[src/rtl/instr_sequencer_pkg.sv]
// Shared definitions for the instruction sequencer.
// Holds the opcode map (instruction[7:4]), the sequencer state encoding and
// the default reset program counter. It also provides small opcode-class helpers.
package instr_sequencer_pkg;

  localparam logic [7:0] RESET_PC_DEFAULT = 8'h00;

  localparam logic [3:0] OP_ADD   = 4'h0;
  localparam logic [3:0] OP_SUB   = 4'h1;
  localparam logic [3:0] OP_AND   = 4'h2;
  localparam logic [3:0] OP_OR    = 4'h3;
  localparam logic [3:0] OP_LOAD  = 4'h4;
  localparam logic [3:0] OP_STORE = 4'h5;
  localparam logic [3:0] OP_RSV6  = 4'h6;
  localparam logic [3:0] OP_RSV7  = 4'h7;
  localparam logic [3:0] OP_MOVRA = 4'h8;  // register -> accumulator
  localparam logic [3:0] OP_MOVAR = 4'h9;  // accumulator -> register
  localparam logic [3:0] OP_BNE   = 4'hA;
  localparam logic [3:0] OP_BLTZ  = 4'hB;
  localparam logic [3:0] OP_XOR   = 4'hC;
  localparam logic [3:0] OP_NOT   = 4'hD;
  localparam logic [3:0] OP_J     = 4'hE;
  localparam logic [3:0] OP_JAL   = 4'hF;

  typedef enum logic [2:0] {
    StIdle,
    StFetch,
    StDecode,
    StExec,
    StMem,
    StWb
  } state_e;

  // ALU operations write both the accumulator and the status flags.
  function automatic logic is_alu_op(input logic [3:0] op);
    return op inside {OP_ADD, OP_SUB, OP_AND, OP_OR, OP_XOR, OP_NOT};
  endfunction

  function automatic logic is_illegal_op(input logic [3:0] op);
    return op inside {OP_RSV6, OP_RSV7};
  endfunction

endpackage

[src/rtl/instr_sequencer_pc_next_unit.sv]
// Combinational next-pc logic for the sequencer.
// Ports:
//   pc_i          current program counter
//   instruction_i instruction register (opcode in [7:4], offset/target in [3:0])
//   alu_zero_i    ALU zero flag, bne is taken when low
//   alu_neg_i     ALU negative flag, bltz is taken when high
//   pc_inc_o      pc + 1 (sequential successor, also the jal link value)
//   pc_exec_o     pc to commit at the end of EXEC for the current opcode
// All arithmetic wraps modulo 2^ADDR_W.
module instr_sequencer_pc_next_unit
  import instr_sequencer_pkg::*;
#(
  parameter int unsigned ADDR_W = 8
) (
  input  logic [ADDR_W-1:0] pc_i,
  input  logic [7:0]        instruction_i,
  input  logic              alu_zero_i,
  input  logic              alu_neg_i,
  output logic [ADDR_W-1:0] pc_inc_o,
  output logic [ADDR_W-1:0] pc_exec_o
);

  logic [3:0]        opcode;
  logic [ADDR_W-1:0] branch_off;
  logic [ADDR_W-1:0] branch_tgt;
  logic [ADDR_W-1:0] jump_tgt;

  assign opcode     = instruction_i[7:4];
  assign pc_inc_o   = pc_i + ADDR_W'(1);
  // Branch offset is relative to the sequential successor, not the branch itself.
  assign branch_off = {{(ADDR_W-4){instruction_i[3]}}, instruction_i[3:0]};
  assign branch_tgt = pc_inc_o + branch_off;
  // Jumps stay inside the current 16-byte page.
  assign jump_tgt   = {pc_i[ADDR_W-1:4], instruction_i[3:0]};

  always_comb begin
    pc_exec_o = pc_inc_o;
    case (opcode)
      OP_BNE:       if (!alu_zero_i) pc_exec_o = branch_tgt;
      OP_BLTZ:      if (alu_neg_i)   pc_exec_o = branch_tgt;
      OP_J, OP_JAL: pc_exec_o = jump_tgt;
      default:      pc_exec_o = pc_inc_o;
    endcase
  end

endmodule

[src/rtl/instr_sequencer.sv]
// Multi-cycle instruction sequencer for the 8-bit core.
// Owns pc and the instruction register. It walks each instruction through
// FETCH/DECODE/EXEC/MEM/WB over a single-port req/ack memory and issues
// one-cycle Moore write strobes.
// Ports:
//   clk, reset            clock; asynchronous active-low reset
//   run                   sequencer leaves IDLE only while high
//   mem_ack, mem_rdata    memory completion and read data
//   data_addr             load/store address from the register file
//   alu_zero, alu_neg     ALU flags for bne / bltz
//   mem_req/we/addr       memory request, store flag, address
//   instruction, pc       architectural state to the control decoder
//   acc_we, rf_we         accumulator / register file write strobes
//   status_we, link_we    status flag update / jal link (pc+1) write
//   illegal               one-cycle pulse on an undefined opcode
//   busy                  high in every state except IDLE
//   load_data             load buffer, the write data for rf_we in WB
module instr_sequencer
  import instr_sequencer_pkg::*;
#(
  parameter int unsigned       ADDR_W   = 8,
  parameter logic [ADDR_W-1:0] RESET_PC = ADDR_W'(RESET_PC_DEFAULT)
) (
  input  logic              clk,
  input  logic              reset,
  input  logic              run,
  input  logic              mem_ack,
  input  logic [7:0]        mem_rdata,
  input  logic [ADDR_W-1:0] data_addr,
  input  logic              alu_zero,
  input  logic              alu_neg,
  output logic              mem_req,
  output logic              mem_we,
  output logic [ADDR_W-1:0] mem_addr,
  output logic [7:0]        instruction,
  output logic [ADDR_W-1:0] pc,
  output logic              acc_we,
  output logic              rf_we,
  output logic              status_we,
  output logic              link_we,
  output logic              illegal,
  output logic              busy,
  output logic [7:0]        load_data
);

  state_e            state_q;
  logic [ADDR_W-1:0] pc_q;
  logic [7:0]        instr_q;
  logic [7:0]        load_buf_q;
  logic [3:0]        opcode;
  logic [ADDR_W-1:0] pc_inc;
  logic [ADDR_W-1:0] pc_exec;

  assign opcode = instr_q[7:4];

  instr_sequencer_pc_next_unit #(
    .ADDR_W (ADDR_W)
  ) u_pc_next (
    .pc_i          (pc_q),
    .instruction_i (instr_q),
    .alu_zero_i    (alu_zero),
    .alu_neg_i     (alu_neg),
    .pc_inc_o      (pc_inc),
    .pc_exec_o     (pc_exec)
  );

  always_ff @(posedge clk or negedge reset) begin
    if (!reset) begin
      state_q    <= StIdle;
      pc_q       <= RESET_PC;
      instr_q    <= 8'h00;
      load_buf_q <= 8'h00;
    end else begin
      case (state_q)
        StIdle: begin
          if (run) state_q <= StFetch;
        end
        StFetch: begin
          if (mem_ack) begin
            instr_q <= mem_rdata;
            state_q <= StDecode;
          end
        end
        StDecode: begin
          if (opcode == OP_LOAD || opcode == OP_STORE) begin
            state_q <= StMem;
          end else if (is_illegal_op(opcode)) begin
            // Skip the bad instruction; always refetch regardless of run.
            pc_q    <= pc_inc;
            state_q <= StFetch;
          end else begin
            state_q <= StExec;
          end
        end
        StExec: begin
          pc_q    <= pc_exec;
          state_q <= run ? StFetch : StIdle;
        end
        StMem: begin
          if (mem_ack) begin
            if (opcode == OP_STORE) begin
              pc_q    <= pc_inc;
              state_q <= run ? StFetch : StIdle;
            end else begin
              load_buf_q <= mem_rdata;
              state_q    <= StWb;
            end
          end
        end
        StWb: begin
          pc_q    <= pc_inc;
          state_q <= run ? StFetch : StIdle;
        end
        default: state_q <= StIdle;
      endcase
    end
  end

  // Moore outputs: decoded only from state and the instruction register, so a
  // reset drops every request and strobe as soon as the state clears.
  always_comb begin
    mem_req   = 1'b0;
    mem_we    = 1'b0;
    mem_addr  = '0;
    acc_we    = 1'b0;
    rf_we     = 1'b0;
    status_we = 1'b0;
    link_we   = 1'b0;
    illegal   = 1'b0;
    case (state_q)
      StFetch: begin
        mem_req  = 1'b1;
        mem_addr = pc_q;
      end
      StDecode: begin
        illegal = is_illegal_op(opcode);
      end
      StExec: begin
        acc_we    = is_alu_op(opcode) || (opcode == OP_MOVRA);
        status_we = is_alu_op(opcode);
        rf_we     = (opcode == OP_MOVAR);
        link_we   = (opcode == OP_JAL);
      end
      StMem: begin
        mem_req  = 1'b1;
        mem_we   = (opcode == OP_STORE);
        mem_addr = data_addr;
      end
      StWb: begin
        rf_we = 1'b1;
      end
      default: ;
    endcase
  end

  assign busy        = (state_q != StIdle);
  assign pc          = pc_q;
  assign instruction = instr_q;
  assign load_data   = load_buf_q;

endmodule

[config.mk]
export PLATFORM = sky130hd
export DESIGN_NAME = instr_sequencer
export DESIGN_NICKNAME = d
export VERILOG_FILES = /design/src/rtl/instr_sequencer_pkg.sv /design/src/rtl/instr_sequencer_pc_next_unit.sv /design/src/rtl/instr_sequencer.sv
export SDC_FILE = /design/constraint.sdc
export NUM_CORES = 1
export LEC_CHECK = 0
export CAP_MARGIN = 5
export CORE_MARGIN = 5
export CORE_UTILIZATION = 47
export CTS_BUF_LIST = sky130_fd_sc_hd__clkbuf_16
export CTS_CLUSTER_SIZE = 16
export DETAILED_ROUTE_END_ITERATION = 7
export MAX_ROUTING_LAYER = met4
export PLACE_DENSITY = 0.88
export SLEW_MARGIN = 10
export SYNTH_ARGS = -nofsm -noshare
export SYNTH_HDL_FRONTEND = slang
export SYNTH_SLANG_ARGS = --single-unit
[constraint.sdc]
create_clock -name clk -period 3 [get_ports clk]
set_clock_uncertainty 0.2 [all_clocks]
set_input_delay 0.6 -clock clk [delete_from_list [all_inputs] [get_ports clk]]
set_output_delay 0.6 -clock clk [all_outputs]
set_load 0.005 [all_outputs]
==> key figures, run 1 <==
Synth
  • Register area share after synthesis: between 30% and 40%
  • Net Count, Synth: around 250
  • Mapped Cells: 215
  • Synth unique cells: 53
  • Synth top area share: approximately a third
  • Most frequent cell after synthesis: dfrtp_1
  • Number of synthesized flops with an enable pin: 0
  • Avg Cell Area, Syn: between 9 and 10 um2
  • Synth warnings: 0
  • FFs w/ async S/R, synth: 100%
  • Ys flop type: dfrtp_1
  • Synth top area cells: dfrtp_1 (34%), mux2_4 (6.0%), ha_1 (5.0%)
  • Largest area contributor in the synthesized netlist: dfrtp_1
  • Post-Syn Area: 2020 um2
  • Post-synth top cells: dfrtp_1 (27), nor2_1 (18), o21ai_0 (14)
  • Register bit total from synthesis: 27

Setup path
  • Worst EP required: 2.20 ns
  • RR Endpoint: pc[7]
  • Reg2Reg Depth: 9
  • Flop2flop setup slack: 0.36 ns
  • Crit. End Element: primary output
  • Critical-path maximum fanout: 16
  • Worst flop-to-flop path startpoint: pc[1]
  • Setup crit start kind: flip-flop
  • CP arrival: around 2 ns
  • CP Class: reg2out

Timing
  • # setup viols final: 0
  • FMAX: 0.360 GHz
  • Fin crit share: 92.7%
  • RSZ-0062 raised after global routing: no
  • Worst slew pin tran: 0.538 ns
  • Slew Viols, Final: 0
  • Tmin final: approximately 2.8 ns
  • Total negative slack: 0 ns
  • Fin. Hold Viols: 0
  • Relative slew margins: 63.9%

Global routing
  • Largest net degree at the start of global routing: 28
  • Tot GR Track Use: 19.3%
  • Grt ovf: 0
  • Initial antenna violation count: 0
  • Vias in the first global route: 1725
  • Wire length of the first global-routing pass: 8290 um

Pwr
  • Pwr per Cell Area: 1140 nW/um2
  • Leakage dissipation: ~1.2 nW
  • VDD IR-drop max: 0.000674 V

Clocking
  • Maximum clock insertion buffer count: 2
  • CTS tree: built
  • Total setup buffers inserted after CTS: 0
  • # resized after CTS: 0
  • Inserted Clock Buffers: 3
  • Clk sink count: 27
  • Skew-Pair Late Insertion Delay: 0.27 ns
  • Post-cts hold buffer count: 0
  • H-tree lvl count: 1
  • CTS Root Cell: clkbuf_16
  • Clock-pin slew on the worst setup and hold paths: 0.07 ns

Die
  • Initial Utilization: around 49%
  • Die height: 75.5 um
  • Die ar.: about 5700 um2
  • Die extent in x: 75.5 um
  • Total I/O pin count: 62
  • Core ar.: 4090 um2
  • Row count: 23

Drt
  • Drt pass-1 iters: 4
  • 1st-iter DRT viols: roughly 170
  • Routed length per instance: 15.2 um
  • WL final: 4950 um
  • Vias post-DR: 1848
  • Number of routed nets with antenna violations: 0
  • Drc violations: 0
  • DR vias/cell: 5.69

Finish
  • Register area: just under 700 um2
  • Ant diodes: 0
  • Synth-to-Final Area Change: 37.2%
  • Area taken by multi-input logic gates: around 1200 um2
  • Final Util: 67.7%
  • Layout cells sized above 1: between 10% and 20%
  • Layout Nets: between 300 and 400
  • Fillers: 334

Worst hold path
  • Worst Hold Class: reg2reg
  • Hold Path Depth: 1
  • Hold worst-path end: load_data[7]
  • HP Start: load_data[7]

Placement
  • GP Congestion: 0.911
  • Detailed Place HPWL: 3740 um
  • IO buf count: a little over 60

Flow run
  • Max Cap Viol: 0

Run status
  • Status: finished, final reports clean
-- layout make-up --
| type | count | share of cell area (%) |
|---|---|---|
| multi-input cells | 168 | 45.1 |
| flip-flops and latches | 27 | 24.4 |
| repair buffers | 69 | 24.3 |
| clock buffers | 3 | 2.71 |
| well taps | 50 | 2.26 |
| inverters | 7 | 0.950 |
| clock inverters | 1 | 0.271 |
-- where the power goes --
group          switching (W)  internal, W
Combinational       0.000912      0.00116
Clock               0.000128     0.000181
Sequential          0.000255     0.000515
Total                0.00129      0.00185
-- how the worst max path moves through the flow --
stage / depth (start not counted) / end / start / slack [ns]
floorplan: 9 / pc[7] / pc[0] / 0.56
global placement: 9 / pc[7] / pc[1] / 0.47
detailed placement: 9 / pc[7] / pc[1] / 0.39
CTS: 4 / link_we / state_q[0] / 0.22
global route: 5 / mem_addr[4] / state_q[0] / 0.10
finish: 4 / link_we / state_q[0] / 0.22
-- registers in the layout, summed over array words and instances (netlist names) --
signal	flops
load_data	8
pc	8
state_q	3
instruction	8
-- critical path: stages, from the launching register on --
cell and delay, ns:
dfrtp_1 0.60, and2b_1 0.22, and4_1 0.23, and3_1 0.17
clkdlybuf4s50_1 0.50
-- kinds of logic after synthesis --
logic type	after synthesis	share of synthesized area, %
flops	27	33.5
fa+ha+maj	9	5.96
buf+inv	20	4.59
simple gates	67	18.9
compound gates	64	21.5
xor+xnor	12	5.21
mux	16	10.4
-- through the flow --
step           instance area (um2)  power (W)  setup slack, ns  instances  hold slack, ns
3_3_place_gp                  2680    0.00278            0.472        321           0.296
4_1_cts                       2770    0.00316            0.220        325           0.312
2_1_floorplan                 2020    0.00205            0.561        215           0.104
5_1_grt                       2770    0.00344            0.102        325           0.317
6_report                      2770    0.00315            0.219        325           0.308
3_5_place_dp                  2680    0.00282            0.389        321           0.293
-- metal layers --
metal  wire length (um)  track usage [%]  vias up
met5                  0                -        -
met4                 57             5.24        0
met3                415             3.83        5
met2               2250             29.5       70
met1               2220             26.2      866
li1                   -                -      907
-- cell usage in the layout, fill, tap and decap left out, types with 8 or more instances in the layout --
master	Yosys	layout
clkdlybuf4s50_1	0	61
dfrtp_1	27	27
nor2_1	18	18
o21ai_0	14	14
a22oi_1	11	11
nand2_1	10	10
a21oi_1	10	10
xnor2_1	9	9
mux2_4	8	8
ha_1	8	8
buf_4	1	8
No activity file was read; power rests on OpenSTA's default activity.
==> run 2, diff against run 1 <==
- CORE_MARGIN: 5 -> 3
- MAX_ROUTING_LAYER: met4 -> default
- PLACE_DENSITY: 0.88 -> default
- PLACE_DENSITY_LB_ADDON: default -> 0.15
==> key figures, run 2 (same netlist as run 1, synthesis figures left out) <==
Finish
  • Fillers: 340 (+1.8%)
  • Layout cells sized above 1: 12.3% (-0.045 points)
  • Most frequent cells in the layout: clkdlybuf4s50_1 (61), dfrtp_1 (27), nor2_1 (18)
  • Ant diodes: 0 (unchanged)
  • Synth-to-Final Area Change: 37.4%
  • Layout Nets: 308 (+0.33%)
  • Area taken by multi-input logic gates: 1250 um2 (unchanged)
  • Commonest non-fill, non-tap cell in the layout: clkdlybuf4s50_1
  • Register area: 676 um2 (unchanged)

Global routing
  • Largest net degree at the start of global routing: 28 (unchanged)
  • Grt ovf: 0 (unchanged)
  • Wire length of the first global-routing pass: 8550 um (+3.2%)
  • Vias in the first global route: 1805 (+4.6%)
  • GRT busiest layer: met2
  • M3 GR Usage: 3.65% (-0.18 points)
  • Initial antenna violation count: 0 (unchanged)
  • Tot GR Track Use: 20.6% (+1.3 points)
  • Met1 Track Usage GR: 28.8% (+2.6 points)
  • GR Util met2: 33.2% (+3.6 points)

Clocking
  • Inserted Clock Buffers: 3 (unchanged)
  • Total setup buffers inserted after CTS: 0 (unchanged)
  • Clk sink count: 27 (unchanged)
  • Maximum clock insertion buffer count: 2 (unchanged)
  • Skew-Pair Late Insertion Delay: 0.26 ns (about the same)
  • CTS Root Cell: clkbuf_16
  • Post-cts hold buffer count: 0 (unchanged)
  • CTS tree: built
  • # resized after CTS: 0 (unchanged)
  • H-tree lvl count: 1 (unchanged)
  • Clock-pin slew on the worst setup and hold paths: 0.06 ns (about the same)

Timing
  • Tmin final: 2.77 ns (-0.0155 ns)
  • FMAX: 0.362 GHz (+0.56%)
  • Fin. Hold Viols: 0 (unchanged)
  • Fin crit share: 92.2% (-0.52 points)
  • Worst slew pin tran: 0.562 ns (+0.0236 ns)
  • Setup ws final: 0.234 ns (+0.0155 ns)
  • Total negative slack: 0 ns (unchanged)
  • # setup viols final: 0 (unchanged)
  • Relative slew margins: 62.3% (-1.6 points)
  • Slew Viols, Final: 0 (unchanged)
  • RSZ-0062 raised after global routing: no

Worst hold path
  • HP Start: load_data[7]
  • Hold Path Depth: 1 (unchanged)
  • Hold worst-path end: load_data[7]
  • Worst Hold Class: reg2reg

Placement
  • Detailed Place HPWL: 3810 um (+2.1%)
  • Place WS: 0.467 ns (+0.0782 ns)
  • GP Congestion: 0.864 (-5.1%)
  • IO buf count: 61 (unchanged)

Die
  • Core ar.: 4060 um2 (-0.70%)
  • Die extent in x: 71.5 um (-5.3%)
  • Die height: 71.5 um (-5.3%)
  • Initial Utilization: 49.7% (+0.35 points)
  • Die ar.: 5110 um2 (-10%)
  • Row count: 23 (unchanged)
  • Total I/O pin count: 62 (unchanged)

Drt
  • 1st-iter DRT viols: 150 (-9.6%)
  • Drt pass-1 iters: 4 (unchanged)
  • Routed length per instance: 15.4 um (+1.0%)
  • Drc violations: 0 (unchanged)
  • WL final: 5020 um (+1.4%)
  • Vias post-DR: 1858 (+0.54%)
  • Number of routed nets with antenna violations: 0 (unchanged)
  • DR vias/cell: 5.70 (+0.23%)

Flow run
  • Max Cap Viol: 0 (unchanged)

Setup path
  • CP arrival: 1.97 ns (about the same)
  • Delay-heaviest family, CP: buffers and inverters
  • CP peak stage delay: 0.54 ns (-0.06 ns)
  • Worst EP required: 2.20 ns (about the same)
  • Flop2flop setup slack: 0.45 ns (+0.09 ns)
  • Reg2Reg Depth: 9 (unchanged)
  • Worst flop-to-flop path startpoint: pc[1]
  • Critical-path maximum fanout: 10 (-6)
  • CP Class: reg2out
  • RR Endpoint: pc[7]
  • Critical-path cell with the highest stage delay: clkdlybuf4s50_1
  • Buf+Inv Stages, Crit Path: 1 (unchanged)
  • Cell chain of the critical path: nor2b_1, nand4b_1, a21boi_0, clkdlybuf4s50_1
  • Setup crit start kind: flip-flop
  • Crit. End Element: primary output

Pwr
  • VDD IR-drop max: 0.000552 V (-18%)
  • Leakage dissipation: 1.21 nW (+0.79%)
  • Final Total Pwr: 0.00314 W (-0.11%)
  • Pwr per Cell Area: 1140 nW/um2 (-0.24%)

Run status
  • Status: finished, final reports clean
-- run 2: cell types whose count changed in the layout (fill, tap and decap cells not counted), sizes merged --
cell	before	now
buf	8	9
clkinvlp	1	0
inv	7	8
-- run 2: worst max-delay path by stage --
stage / from / end / slack [ns] / cells past startpoint
after floorplan: pc[0] / pc[7] / 0.56 / 9
after global placement: data_addr[3] / mem_addr[3] / 0.47 / 4
after detailed placement: data_addr[2] / mem_addr[2] / 0.47 / 4
after CTS: state_q[1] / rf_we / 0.23 / 4
after global routing: state_q[1] / rf_we / 0.08 / 4
final: state_q[1] / rf_we / 0.23 / 4
-- run 2: worst reg2reg max path, delay by kind of cell (launching register included) --
kind,cells,cell delay [ns]
AO/OA/AOI/OAI,4,0.87
adder cells (fa/ha/maj),2,0.55
flip-flops,1,0.36
XOR/XNOR,2,0.35
AND/OR/NAND/NOR,1,0.15
-- run 2: layer usage --
layer  wire (um)  vias up
met5           0        -
met4          48        0
met3         357        5
met2        2260       68
met1        2360      872
li1            -      913
-- run 2: final cells by class --
class,instances,area share (%)
clock buffer,3,2.71
multi-input combinational,168,45.1
inverter,7,0.949
timing repair buffer,70,24.5
clock inverter,1,0.136
tap,50,2.26
sequential,27,24.4
-- run 2: power breakdown --
group,switching (W),internal [W]
clock network,0.000124,0.000179
logic,0.000916,0.00117
registers,0.000243,0.000515
-- run 2: metrics by stage --
step                      hold slack, ns  instance area [um2]  std cells  utilization [%]
after detailed placement           0.290                 2690        322             66.3
final                              0.317                 2770        326             68.2
after floorplan                    0.104                 2020        215                -
after CTS                          0.316                 2770        326             68.2
after global placement             0.292                 2690        322             66.3
after global routing               0.334                 2770        326             68.2
==> run 3, diff against run 2 <==
- CAP_MARGIN: 5 -> 25
- CORE_MARGIN: 3 -> default
==> key figures, run 3 (same netlist as run 1, synthesis figures left out) <==
Timing
  • Total negative slack: 0 ns (unchanged)
  • Worst slew pin tran: 0.532 ns (-0.0292 ns)
  • Tmin final: 2.73 ns (-0.0327 ns)
  • RSZ-0062 raised after global routing: no
  • Fin. Hold Viols: 0 (unchanged)
  • Setup ws final: 0.267 ns (+0.0327 ns)
  • Fin crit share: 91.1% (-1.1 points)
  • Relative slew margins: 64.3% (+2.0 points)
  • # setup viols final: 0 (unchanged)
  • FMAX: 0.366 GHz (+1.2%)
  • Slew Viols, Final: 0 (unchanged)

Clocking
  • # resized after CTS: 0 (unchanged)
  • Maximum clock insertion buffer count: 2 (unchanged)
  • Post-cts hold buffer count: 0 (unchanged)
  • H-tree lvl count: 1 (unchanged)
  • Inserted Clock Buffers: 3 (unchanged)
  • Clock-pin slew on the worst setup and hold paths: 0.07 ns (about the same)
  • Skew-Pair Late Insertion Delay: 0.26 ns (about the same)
  • Clk sink count: 27 (unchanged)
  • CTS Root Cell: clkbuf_16
  • Total setup buffers inserted after CTS: 0 (unchanged)
  • CTS tree: built

Drt
  • Number of routed nets with antenna violations: 0 (unchanged)
  • Drc violations: 0 (unchanged)
  • Vias post-DR: 1832 (-1.4%)
  • WL final: 4670 um (-6.9%)
  • Drt pass-1 iters: 4 (unchanged)
  • DR vias/cell: 5.62 (-1.4%)
  • Routed length per instance: 14.3 um (-6.9%)
  • 1st-iter DRT viols: 103 (-31%)

Finish
  • Layout Nets: 308 (unchanged)
  • Register area: 676 um2 (unchanged)
  • Layout cells sized above 1: 12.7% (+0.36 points)
  • Final std cell area, no fill: 2770 um2 (about the same)
  • Non-filler cells, final: 326 (unchanged)
  • Most frequent cells in the layout: clkdlybuf4s50_1 (61), dfrtp_1 (27), nor2_1 (18)
  • Ant diodes: 0 (unchanged)
  • Fillers: 338 (-0.59%)
  • Commonest non-fill, non-tap cell in the layout: clkdlybuf4s50_1
  • Synth-to-Final Area Change: 37.4% (about the same)
  • Area taken by multi-input logic gates: 1250 um2 (unchanged)

Global routing
  • GR Util met2: 35.0% (+1.9 points)
  • Vias in the first global route: 1637 (-9.3%)
  • M3 GR Usage: 4.73% (+1.1 points)
  • Grt ovf: 0 (unchanged)
  • Wire length of the first global-routing pass: 7600 um (-11%)
  • GRT busiest layer: met2
  • Met1 Track Usage GR: 30.8% (+2.0 points)
  • Initial antenna violation count: 0 (unchanged)
  • Tot GR Track Use: 22.4% (+1.8 points)
  • Largest net degree at the start of global routing: 28 (unchanged)

Pwr
  • Final Total Pwr: 0.00314 W (-0.14%)
  • Leakage dissipation: 1.20 nW (-0.12%)
  • Pwr per Cell Area: 1130 nW/um2 (-0.19%)
  • VDD IR-drop max: 0.000620 V (+12%)

Flow run
  • Max Cap Viol: 0 (unchanged)

Placement
  • Detailed Place HPWL: 3550 um (-7.0%)
  • GP Congestion: 0.806 (-6.7%)
  • Cell count after placement: 322 (unchanged)
  • Area of placed instances: 2690 um2 (unchanged)
  • Place WS: 0.455 ns (-0.0116 ns)
  • IO buf count: 61 (unchanged)

Run status
  • Status: finished, final reports clean

Setup path
  • Setup crit start kind: flip-flop
  • Flop2flop setup slack: 0.46 ns (about the same)
  • CP Launch Point: instruction[7]
  • End of the critical path: mem_we
  • Worst flop-to-flop path startpoint: pc[1]
  • Reg2Reg Depth: 9 (unchanged)
  • Critical-path maximum fanout: 13 (+3)
  • Crit. End Element: primary output
  • CP arrival: 1.93 ns (-0.04 ns)
  • Worst EP required: 2.20 ns (about the same)
  • RR Endpoint: pc[7]
  • CP Class: reg2out

Die
  • Total I/O pin count: 62 (unchanged)
  • Die height: 67.5 um (-5.6%)
  • Die ar.: 4550 um2 (-11%)
  • Die extent in x: 67.5 um (-5.6%)
  • Row count: 23 (unchanged)
  • Core ar.: 4060 um2 (unchanged)
  • Initial Utilization: 49.7% (unchanged)

Worst hold path
  • Worst Hold Class: reg2reg
-- run 3: area by class of cell --
cell class / count / area share [%]
inverter: 7 / 0.949
tap: 50 / 2.26
timing repair buffer: 70 / 24.5
sequential: 27 / 24.4
multi-input combinational: 168 / 45.0
clock inverter: 1 / 0.181
clock buffer: 3 / 2.71
-- run 3: worst min path at each step --
stage / from / to / cells past startpoint
after floorplan: reset / instruction[0] / 0
after global placement: load_data[7] / load_data[7] / 1
after detailed placement: load_data[3] / load_data[3] / 1
after CTS: load_data[7] / load_data[7] / 1
after global routing: load_data[5] / load_data[5] / 1
final: load_data[7] / load_data[7] / 1
-- run 3: metal layers --
| layer | up-vias | routed length, um |
|---|---|---|
| li1 | 916 | - |
| met1 | 848 | 2240 |
| met2 | 63 | 2100 |
| met3 | 5 | 276 |
| met4 | 0 | 51 |
| met5 | - | 0 |
-- run 3: critical path, stage by stage (launching register included) --
cell and delay, ns:
dfrtp_1 0.51, and4bb_4 0.42, nand2_1 0.07, nor3_1 0.14
clkdlybuf4s50_1 0.52
-- run 3: power breakdown --
group / switching (W) / total, W / internal (W)
clock network: 0.000127 / 0.000307 / 0.000180
registers: 0.000226 / 0.000741 / 0.000515
logic: 0.000924 / 0.00209 / 0.00117
total: 0.00128 / 0.00314 / 0.00186
-- run 3: stage by stage --
stage,util (%),hold slack [ns]
detailed placement,66.3,0.290
finish,68.3,0.312
global placement,66.3,0.295
floorplan,-,0.104
global route,68.3,0.325
CTS,68.3,0.314
